### src/rtl/pipeline_pkg.sv
// Shared constants for the two-pair multiply-accumulate pipeline.
package pipeline_pkg;

  localparam int DATA_W  = 32;
  // Register stages from operand capture to C.
  localparam int LATENCY = 3;

endpackage

### src/rtl/pipeline_mul.sv
// Combinational unsigned multiply, result truncated to the operand width.
module pipeline_mul
  import pipeline_pkg::*;
#(
  parameter int WIDTH = DATA_W
) (
  input  logic [WIDTH-1:0] a,
  input  logic [WIDTH-1:0] b,
  output logic [WIDTH-1:0] p
);

  // The assignment context is WIDTH bits, so only the low half of the product is kept.
  assign p = a * b;

endmodule

### src/rtl/pipeline.sv
// Three-stage pipeline computing C = A1*B1 + A2*B2 (mod 2^WIDTH).
// S1 registers operands, S2 registers the two truncated products, S3 registers the sum.
module pipeline
  import pipeline_pkg::*;
#(
  parameter int WIDTH = DATA_W
) (
  input  logic             clk,
  input  logic             rst_n,
  input  logic [WIDTH-1:0] A1,
  input  logic [WIDTH-1:0] B1,
  input  logic [WIDTH-1:0] A2,
  input  logic [WIDTH-1:0] B2,
  output logic [WIDTH-1:0] C
);

  logic [WIDTH-1:0] s1_a1, s1_b1, s1_a2, s1_b2;
  logic [WIDTH-1:0] p1, p2;
  logic [WIDTH-1:0] s2_p1, s2_p2;
  logic [WIDTH-1:0] s3_sum;

  // S1: capture the operand set presented at this edge.
  always_ff @(posedge clk) begin
    if (!rst_n) begin
      s1_a1 <= '0;
      s1_b1 <= '0;
      s1_a2 <= '0;
      s1_b2 <= '0;
    end else begin
      s1_a1 <= A1;
      s1_b1 <= B1;
      s1_a2 <= A2;
      s1_b2 <= B2;
    end
  end

  pipeline_mul #(.WIDTH(WIDTH)) u_mul1 (
    .a (s1_a1),
    .b (s1_b1),
    .p (p1)
  );

  pipeline_mul #(.WIDTH(WIDTH)) u_mul2 (
    .a (s1_a2),
    .b (s1_b2),
    .p (p2)
  );

  // S2: register both truncated products.
  always_ff @(posedge clk) begin
    if (!rst_n) begin
      s2_p1 <= '0;
      s2_p2 <= '0;
    end else begin
      s2_p1 <= p1;
      s2_p2 <= p2;
    end
  end

  // S3: register the wrapped sum; this register drives C directly.
  always_ff @(posedge clk) begin
    if (!rst_n) begin
      s3_sum <= '0;
    end else begin
      s3_sum <= s2_p1 + s2_p2;
    end
  end

  assign C = s3_sum;

endmodule

### config.mk
export PLATFORM = sky130hd
export DESIGN_NAME = pipeline
export DESIGN_NICKNAME = d
export VERILOG_FILES = /design/src/rtl/pipeline_pkg.sv /design/src/rtl/pipeline_mul.sv /design/src/rtl/pipeline.sv
export SDC_FILE = /design/constraint.sdc
export NUM_CORES = 2
export LEC_CHECK = 0
export ABC_AREA = 1
export BUFFER_PORTS_ARGS = -buffer_cell sky130_fd_sc_hd__buf_4
export CAP_MARGIN = 20
export CELL_PAD_IN_SITES_DETAIL_PLACEMENT = 1
export CELL_PAD_IN_SITES_GLOBAL_PLACEMENT = 1
export CORE_MARGIN = 2
export CORE_UTILIZATION = 44
export DETAILED_ROUTE_END_ITERATION = 8
export GPL_ROUTABILITY_DRIVEN = 1
export GPL_TIMING_DRIVEN = 0
export PLACE_DENSITY_LB_ADDON = 0.1
export SYNTH_ARGS = -nofsm -noshare
export SYNTH_HDL_FRONTEND = slang
export SYNTH_SLANG_ARGS = --single-unit
### constraint.sdc
create_clock -name clk -period 5.85 [get_ports clk]
set_input_delay 1.17 -clock clk [delete_from_list [all_inputs] [get_ports clk]]
set_output_delay 1.17 -clock clk [all_outputs]
set_load 0.01 [all_outputs]
# ---- Yosys cells after proc, flatten, opt, wreduce, memory -nomap -nowiden
# Index checks and enable logic that the tools add are counted.
dict set report totals {
  inputBits 130
  latchBits 0
  rom_bits 0
  ram_bits 0
  elab_cells 10
  memories 0
  reg_bits 224
}
dict set report op_classes {
  mul 2
  n_reduce_logical 0
  div 0
  magnitude_cmp 0
  n_mux 0
  shifts 0
  eq_ne 0
  bitwise_logic 0
  add_sub_neg 1
}
# operator count
set op_table {}
lappend op_table {{32-bit by 32-bit multiplier with 32-bit output} 2}
lappend op_table {{32-bit adder} 1}

# ---- Depth between registers and ports, before layout
dict set report logic_depth {
  ltp_word 1
  depth_mapped 35
  depth_no_buf 33
}

# ---- Cells and area by module
# A second synthesis with hierarchy kept.
dict set report unflattened {
  cells_unflattened 5794
  area_unflattened_um2 42391.9
}
# mod area_each_um2 instances cells_per_inst
set modules_own_cells {}
lappend modules_own_cells {{pipeline_mul at u_mul2} 16903.7 1 2305}
lappend modules_own_cells {{pipeline_mul at u_mul1} 16846.2 1 2315}
lappend modules_own_cells {pipeline 8642.0 1 1174}

# ---- Worst setup path before layout
# Ideal clock, no wire load.
dict set report synth_path {
  path_type {reg2reg}
  from {register s1_a2[12]}
  to {register s2_p2[31]}
  arrival_ns 6.340
  required_time_ns 5.736
  path_slack_ns -0.604
  period_less_slack_ns 6.454
  path_buffers 2
  path_stages_with_launch 27
  path_cell_list {dfxtp_1 > clkbuf_1 > clkbuf_1 > nand2_1 > fa_1 > inv_1 > fa_1 > inv_1 > fa_1 > inv_1 > fa_1 > inv_1 > fa_1 > fa_1 > fa_1 > fa_1 > inv_1 > ha_1 > nand2_1 > nor2_1 > nand2_1 > inv_1 > nand3_1 > o221ai_1 > a21oi_1 > nor2_1 > nor2_2}
}
dict set report synth_via {
  elab_chain_cells 1
}
# item line_no
set synth_lines {}
lappend synth_lines {{start, declared} pipeline.sv:17} ;# logic [WIDTH-1:0] s1_a1, s1_b1, s1_a2, s1_b2;
lappend synth_lines {{start signal, assigned} pipeline.sv:27} ;# s1_a2 <= '0;
lappend synth_lines {{start signal, assigned} pipeline.sv:32} ;# s1_a2 <= A2;
lappend synth_lines {{32-bit by 32-bit multiplier with 32-bit output} pipeline_mul.sv:13} ;# assign p = a * b;
lappend synth_lines {{end signal, assigned} pipeline.sv:56} ;# s2_p2 <= p2;
lappend synth_lines {{end, declared} pipeline.sv:19} ;# logic [WIDTH-1:0] s2_p1, s2_p2;
# Every way passes these cells.
# A chain may end at the register's enable or synchronous reset.

# ---- Worst setup path in the final report
dict set report layout_path {
  from {register s1_b2[11]}
  to {register s2_p2[29]}
}
dict set report layout_via {
  elab_chain_cells 1
}
# item line_no
set layout_lines {}
lappend layout_lines {{start, declared} pipeline.sv:17}
lappend layout_lines {{start signal, assigned} pipeline.sv:28} ;# s1_b2 <= '0;
lappend layout_lines {{start signal, assigned} pipeline.sv:33} ;# s1_b2 <= B2;
lappend layout_lines {{32-bit by 32-bit multiplier with 32-bit output} pipeline_mul.sv:13}
# Every way passes these cells.

==> metrics.txt <==
# TYPE chip_impl_metric gauge
chip_impl_metric{name="ant_nets",unit=""} 0
chip_impl_info{name="post-synth-top-count-cell",value="sky130_fd_sc_hd__inv_1"} 1
chip_impl_metric{name="synth_async_sr_flop_share",unit="%"} 0
chip_impl_info{name="synthTopCellsByCount",value="sky130_fd_sc_hd__inv_1 (1662), sky130_fd_sc_hd__nand2_1 (1546), sky130_fd_sc_hd__fa_1 (817)"} 1
chip_impl_metric{name="drt_first_iter_violations",unit=""} 2466
chip_impl_metric{name="grt_first_pass_wirelength",unit="um"} 242000
chip_impl_metric{name="register_to_register_setup_slack",unit="ns"} -0.96
chip_impl_metric{name="timing.final.hold_violations",unit=""} 0
chip_impl_info{name="setup.worst_path.start",value="s1_b2[11]$_SDFF_PN0_"} 1
chip_impl_metric{name="io_pins",unit=""} 162
chip_impl_metric{name="detailroute.via_count",unit=""} 36400
chip_impl_metric{name="power.share.sequential",unit="%"} 10.7
chip_impl_metric{name="area_overhead_of_the_layout_relative_to_synthesis",unit="%"} 26.2
chip_impl_metric{name="hold_depth",unit=""} 3
chip_impl_metric{name="chipHeight",unit="um"} 308
chip_impl_info{name="root_buffer",value="sky130_fd_sc_hd__clkbuf_16"} 1
chip_impl_info{name="worst_r2r_endpoint",value="s2_p2[29]$_SDFF_PN0_"} 1
chip_impl_metric{name="cts-root-to-sink-buffers",unit=""} 3
chip_impl_metric{name="stdcell_area",unit="um^2"} 51400
chip_impl_info{name="critical_path.endpoint_type",value="flip-flop"} 1
chip_impl_metric{name="placeableCoreArea",unit="um^2"} 91700
chip_impl_info{name="timing.critical_path.mode_cell",value="sky130_fd_sc_hd__fa_1"} 1
chip_impl_metric{name="power_switching_share",unit="%"} 52.2
chip_impl_metric{name="route.detailed.drc",unit=""} 0
chip_impl_metric{name="setup_viol_count_final",unit=""} 40
chip_impl_metric{name="clk_pin_slew",unit="ns"} 0.06
chip_impl_metric{name="weighted_congestion_at_the_end_of_routability_driven_global_placement",unit=""} 0.949
chip_impl_info{name="hold_start",value="s2_p2[0]$_SDFF_PN0_"} 1
chip_impl_info{name="run_status",value="finished with violations"} 1
chip_impl_metric{name="pwr_density_cell",unit="nW/um^2"} 360
chip_impl_metric{name="fp.dieArea",unit="um^2"} 95000
chip_impl_metric{name="yosys_warnings",unit=""} 0
chip_impl_info{name="crit_family",value="adder cells"} 1
chip_impl_metric{name="final_cell_count_no_fill",unit=""} 7013
chip_impl_info{name="synth_area_leaders",value="sky130_fd_sc_hd__fa_1 (40%), sky130_fd_sc_hd__inv_1 (15%), sky130_fd_sc_hd__nand2_1 (14%)"} 1
chip_impl_info{name="synth_top_cell_by_area",value="sky130_fd_sc_hd__fa_1"} 1
chip_impl_metric{name="synth_cell_types",unit=""} 47
chip_impl_info{name="type_of_the_tightest_min_delay_check",value="reg -> reg"} 1
chip_impl_metric{name="arrival",unit="ns"} 7.29
chip_impl_info{name="ys.flop_type",value="sky130_fd_sc_hd__dfxtp_1"} 1
chip_impl_info{name="reg2reg_from",value="s1_b2[11]$_SDFF_PN0_"} 1
chip_impl_info{name="start_kind",value="flip-flop"} 1
chip_impl_metric{name="first_global_vias",unit=""} 39900
chip_impl_metric{name="rr_worst_depth",unit=""} 24
chip_impl_metric{name="cell_internal_pwr",unit="W"} 0.00883
chip_impl_metric{name="worst_slew_pin_slew",unit="ns"} 1.14
chip_impl_metric{name="avgRoutedWirePerCell",unit="um"} 23.6
chip_impl_metric{name="instance_area_after_placement",unit="um^2"} 44200
chip_impl_metric{name="worst-path-buf-inv",unit=""} 6
chip_impl_info{name="critPathKind",value="reg -> reg"} 1
chip_impl_info{name="tritoncts",value="done"} 1
chip_impl_metric{name="numClockSinks",unit=""} 224
chip_impl_metric{name="synth_edf_count",unit=""} 0
chip_impl_metric{name="ys_seq_elements",unit=""} 224
chip_impl_metric{name="floorplan.die.width",unit="um"} 308
chip_impl_metric{name="relSlewSlack",unit="%"} 24.2
chip_impl_metric{name="n_antenna_cell",unit=""} 0
chip_impl_metric{name="synth.top_cell.area_share",unit="%"} 40.2
chip_impl_metric{name="dp_hpwl",unit="um"} 124000
chip_impl_metric{name="antenna_found_initial",unit=""} 2
chip_impl_metric{name="tritoncts.num_buffers",unit=""} 28
chip_impl_info{name="crit_slowest_cell",value="sky130_fd_sc_hd__fa_2"} 1
chip_impl_metric{name="timing.final.crit_share",unit="%"} 116
chip_impl_info{name="setup_repair_after_global_routing_missed_its_margin",value="yes"} 1
chip_impl_metric{name="worstSkewPairLatency",unit="ns"} 0.63
chip_impl_metric{name="maxClockFrequency",unit="MHz"} 147
chip_impl_metric{name="fraction_of_final_layout_cells_sized_beyond_drive_strength_1",unit="%"} 20.4
chip_impl_metric{name="worstPathRequired",unit="ns"} 6.33
chip_impl_metric{name="via_per_inst",unit=""} 5.19
chip_impl_metric{name="timing.critical_path.slowest_cell_delay",unit="ns"} 0.61
chip_impl_metric{name="comb_power_share",unit="%"} 79.2
chip_impl_metric{name="wirelength",unit="um"} 165000
chip_impl_info{name="crit_path_cell_trace",value="clkbuf_8, nand2_4, fa_1, inv_2, fa_1, inv_2, fa_2, inv_2, fa_1, inv_1, fa_1, fa_1, fa_1, fa_2, inv_2, ha_4, a21oi_2, o21ai_1, a21oi_2, o221ai_4, a31oi_2, nand2_1, nand2_1, nor2_2"} 1
chip_impl_metric{name="total_switching_power",unit="W"} 0.00965
chip_impl_metric{name="overflow",unit=""} 0
chip_impl_metric{name="final.setup.worst_slack",unit="ns"} -0.965
chip_impl_metric{name="post_synth.cell_area_avg",unit="um^2"} 7.59
chip_impl_metric{name="drt_pre_antenna_iters",unit=""} 6
chip_impl_metric{name="numPlacedInstances",unit=""} 6717
chip_impl_metric{name="leakagePower",unit="nW"} 29.9
chip_impl_metric{name="crit_fanout",unit=""} 9
chip_impl_metric{name="floorplan.rows",unit=""} 111
chip_impl_metric{name="nets",unit=""} 7029
chip_impl_metric{name="timing.clock.skew",unit="ns"} 0.0444
chip_impl_metric{name="globalRouteTotalUtil",unit="%"} 34.5
chip_impl_info{name="failed_checks",value="setup timing"} 1
chip_impl_metric{name="power.clock.fraction",unit="%"} 10.2
chip_impl_metric{name="syn-instance-count",unit=""} 5368
chip_impl_metric{name="timing.final.crit_period",unit="ns"} 6.81
chip_impl_metric{name="portBuffers",unit=""} 161
chip_impl_metric{name="netlist_area",unit="um^2"} 40700
chip_impl_info{name="timing.hold.worst_endpoint",value="C[0]$_SDFF_PN0_"} 1
chip_impl_metric{name="slew_violations",unit=""} 0
chip_impl_metric{name="grt_start_max_net_pins",unit=""} 14
chip_impl_metric{name="peakVddDrop",unit="mV"} 0.346
chip_impl_metric{name="clock_tree.htree_level_count",unit=""} 1
chip_impl_metric{name="synth_nets",unit=""} 6592
chip_impl_metric{name="synth.yosys.seq_area_share",unit="%"} 11.0
chip_impl_metric{name="maxCapViolations",unit=""} 0
chip_impl_metric{name="initial_utilization",unit="%"} 44.4
## layout by cell type (no fill, tap or decap), drive strengths merged
cell,n
a2111oi,1
a211oi,1
a21boi,9
a21o,15
a21oi,170
a221oi,5
a31oi,9
buf,482
bufinv,3
clkbuf,190
clkinv,4
clkinvlp,4
dfxtp,224
fa,817
ha,277
inv,1667
nand2,1550
nand2b,1
nand3,78
nand3b,14
nand4,15
nor2,91
nor3,15
nor4,2
o2111a,1
o211ai,2
o21a,22
o21ai,102
o21bai,9
o221a,1
o221ai,3
o311ai,1
o31ai,1
or2,1
xnor2,18
xor2,22
## state kept, by name, summed over array words and instances, names as in the netlist
name,flops
s2_p2,32
s1_a1,32
s1_b1,32
s2_p1,32
s1_a2,32
C,32
s1_b2,32
## per-layer routing
| metal | track usage [%] | wire length, um |
|---|---|---|
| met4 | 12.7 | 7420 |
| met5 | 0 | 13 |
| met3 | 8.11 | 14700 |
| met2 | 55.3 | 75900 |
| met1 | 45.5 | 67300 |
## final cells by class
class | instances | area [um^2]
Multi-Input combinational cell | 3253 | 31400
Tap cell | 1186 | 1480
Fill cell | 11000 | 40300
Timing Repair Buffer | 417 | 3540
Clock inverter | 15 | 178
Inverter | 1663 | 6250
Sequential cell | 224 | 4640
Clock buffer | 37 | 806
Buffer | 218 | 3140
## worst register-to-register path: cells and delay by family, from the launching register on
family	cells	cell delay [ns]
fa+ha+maj	9	4.54
simple gates	4	0.34
compound gates	5	0.96
flops	1	0.38
buf+inv	6	0.48
## logic make-up (layout without fill, tap and decap cells)
group | count (synthesis) | after routing | share of synthesized area, %
AOI/OAI and AO/OA | 352 | 352 | 4.91
xor gates and xnor gates | 40 | 40 | 0.897
adders and majority gates | 1094 | 1094 | 48.7
buffers and inverters | 1891 | 2350 | 17.6
DFF | 224 | 224 | 11.0
and+or+nand+nor | 1767 | 1767 | 16.9
## power groups by stage
| stage | sequential, W | combinational, W | clock [W] |
|---|---|---|---|
| floorplan | 0.00195 | 0.00609 | 0 |
| finish | 0.00197 | 0.0146 | 0.00188 |
| global placement | 0.00198 | 0.00933 | 0 |
| detailed placement | 0.00199 | 0.00951 | 0 |
| CTS | 0.00196 | 0.0123 | 0.00194 |
| global route | 0.00199 | 0.0156 | 0.00200 |
## how the worst max path moves through the flow
stage | to | slack, ns | depth (start not counted)
final | s2_p2[29]$_SDFF_PN0_ | -0.96 | 24
after global routing | s2_p2[29]$_SDFF_PN0_ | -1.07 | 26
after CTS | s2_p1[30]$_SDFF_PN0_ | -0.72 | 26
after detailed placement | s2_p1[24]$_SDFF_PN0_ | -2.04 | 25
after global placement | s2_p1[24]$_SDFF_PN0_ | -1.94 | 23
after floorplan | s2_p1[29]$_SDFF_PN0_ | -0.28 | 27
## per-stage QoR
stage	utilization, %	hold slack, ns	setup TNS (ns)	power [W]	worst slack, ns
finish	56.1	0.542	-21.99	0.0185	-0.965
global route	56.1	0.577	-27.29	0.0195	-1.07
CTS	54.6	0.547	-15.07	0.0162	-0.718
detailed placement	48.2	0.529	-60.23	0.0115	-2.04
global placement	48.2	0.522	-56.65	0.0113	-1.94
floorplan	-	0.445	-1.97	0.00804	-0.277
## timing repair
action                                  CTS  global route
resized for setup                       821           288
pin swaps                               275           265
cloned                                    3             1
hold buffers                              0             0
endpoints found under the setup margin   48            41
setup buffers                           185            67
Note: power is estimated with default switching activity, not from simulation.
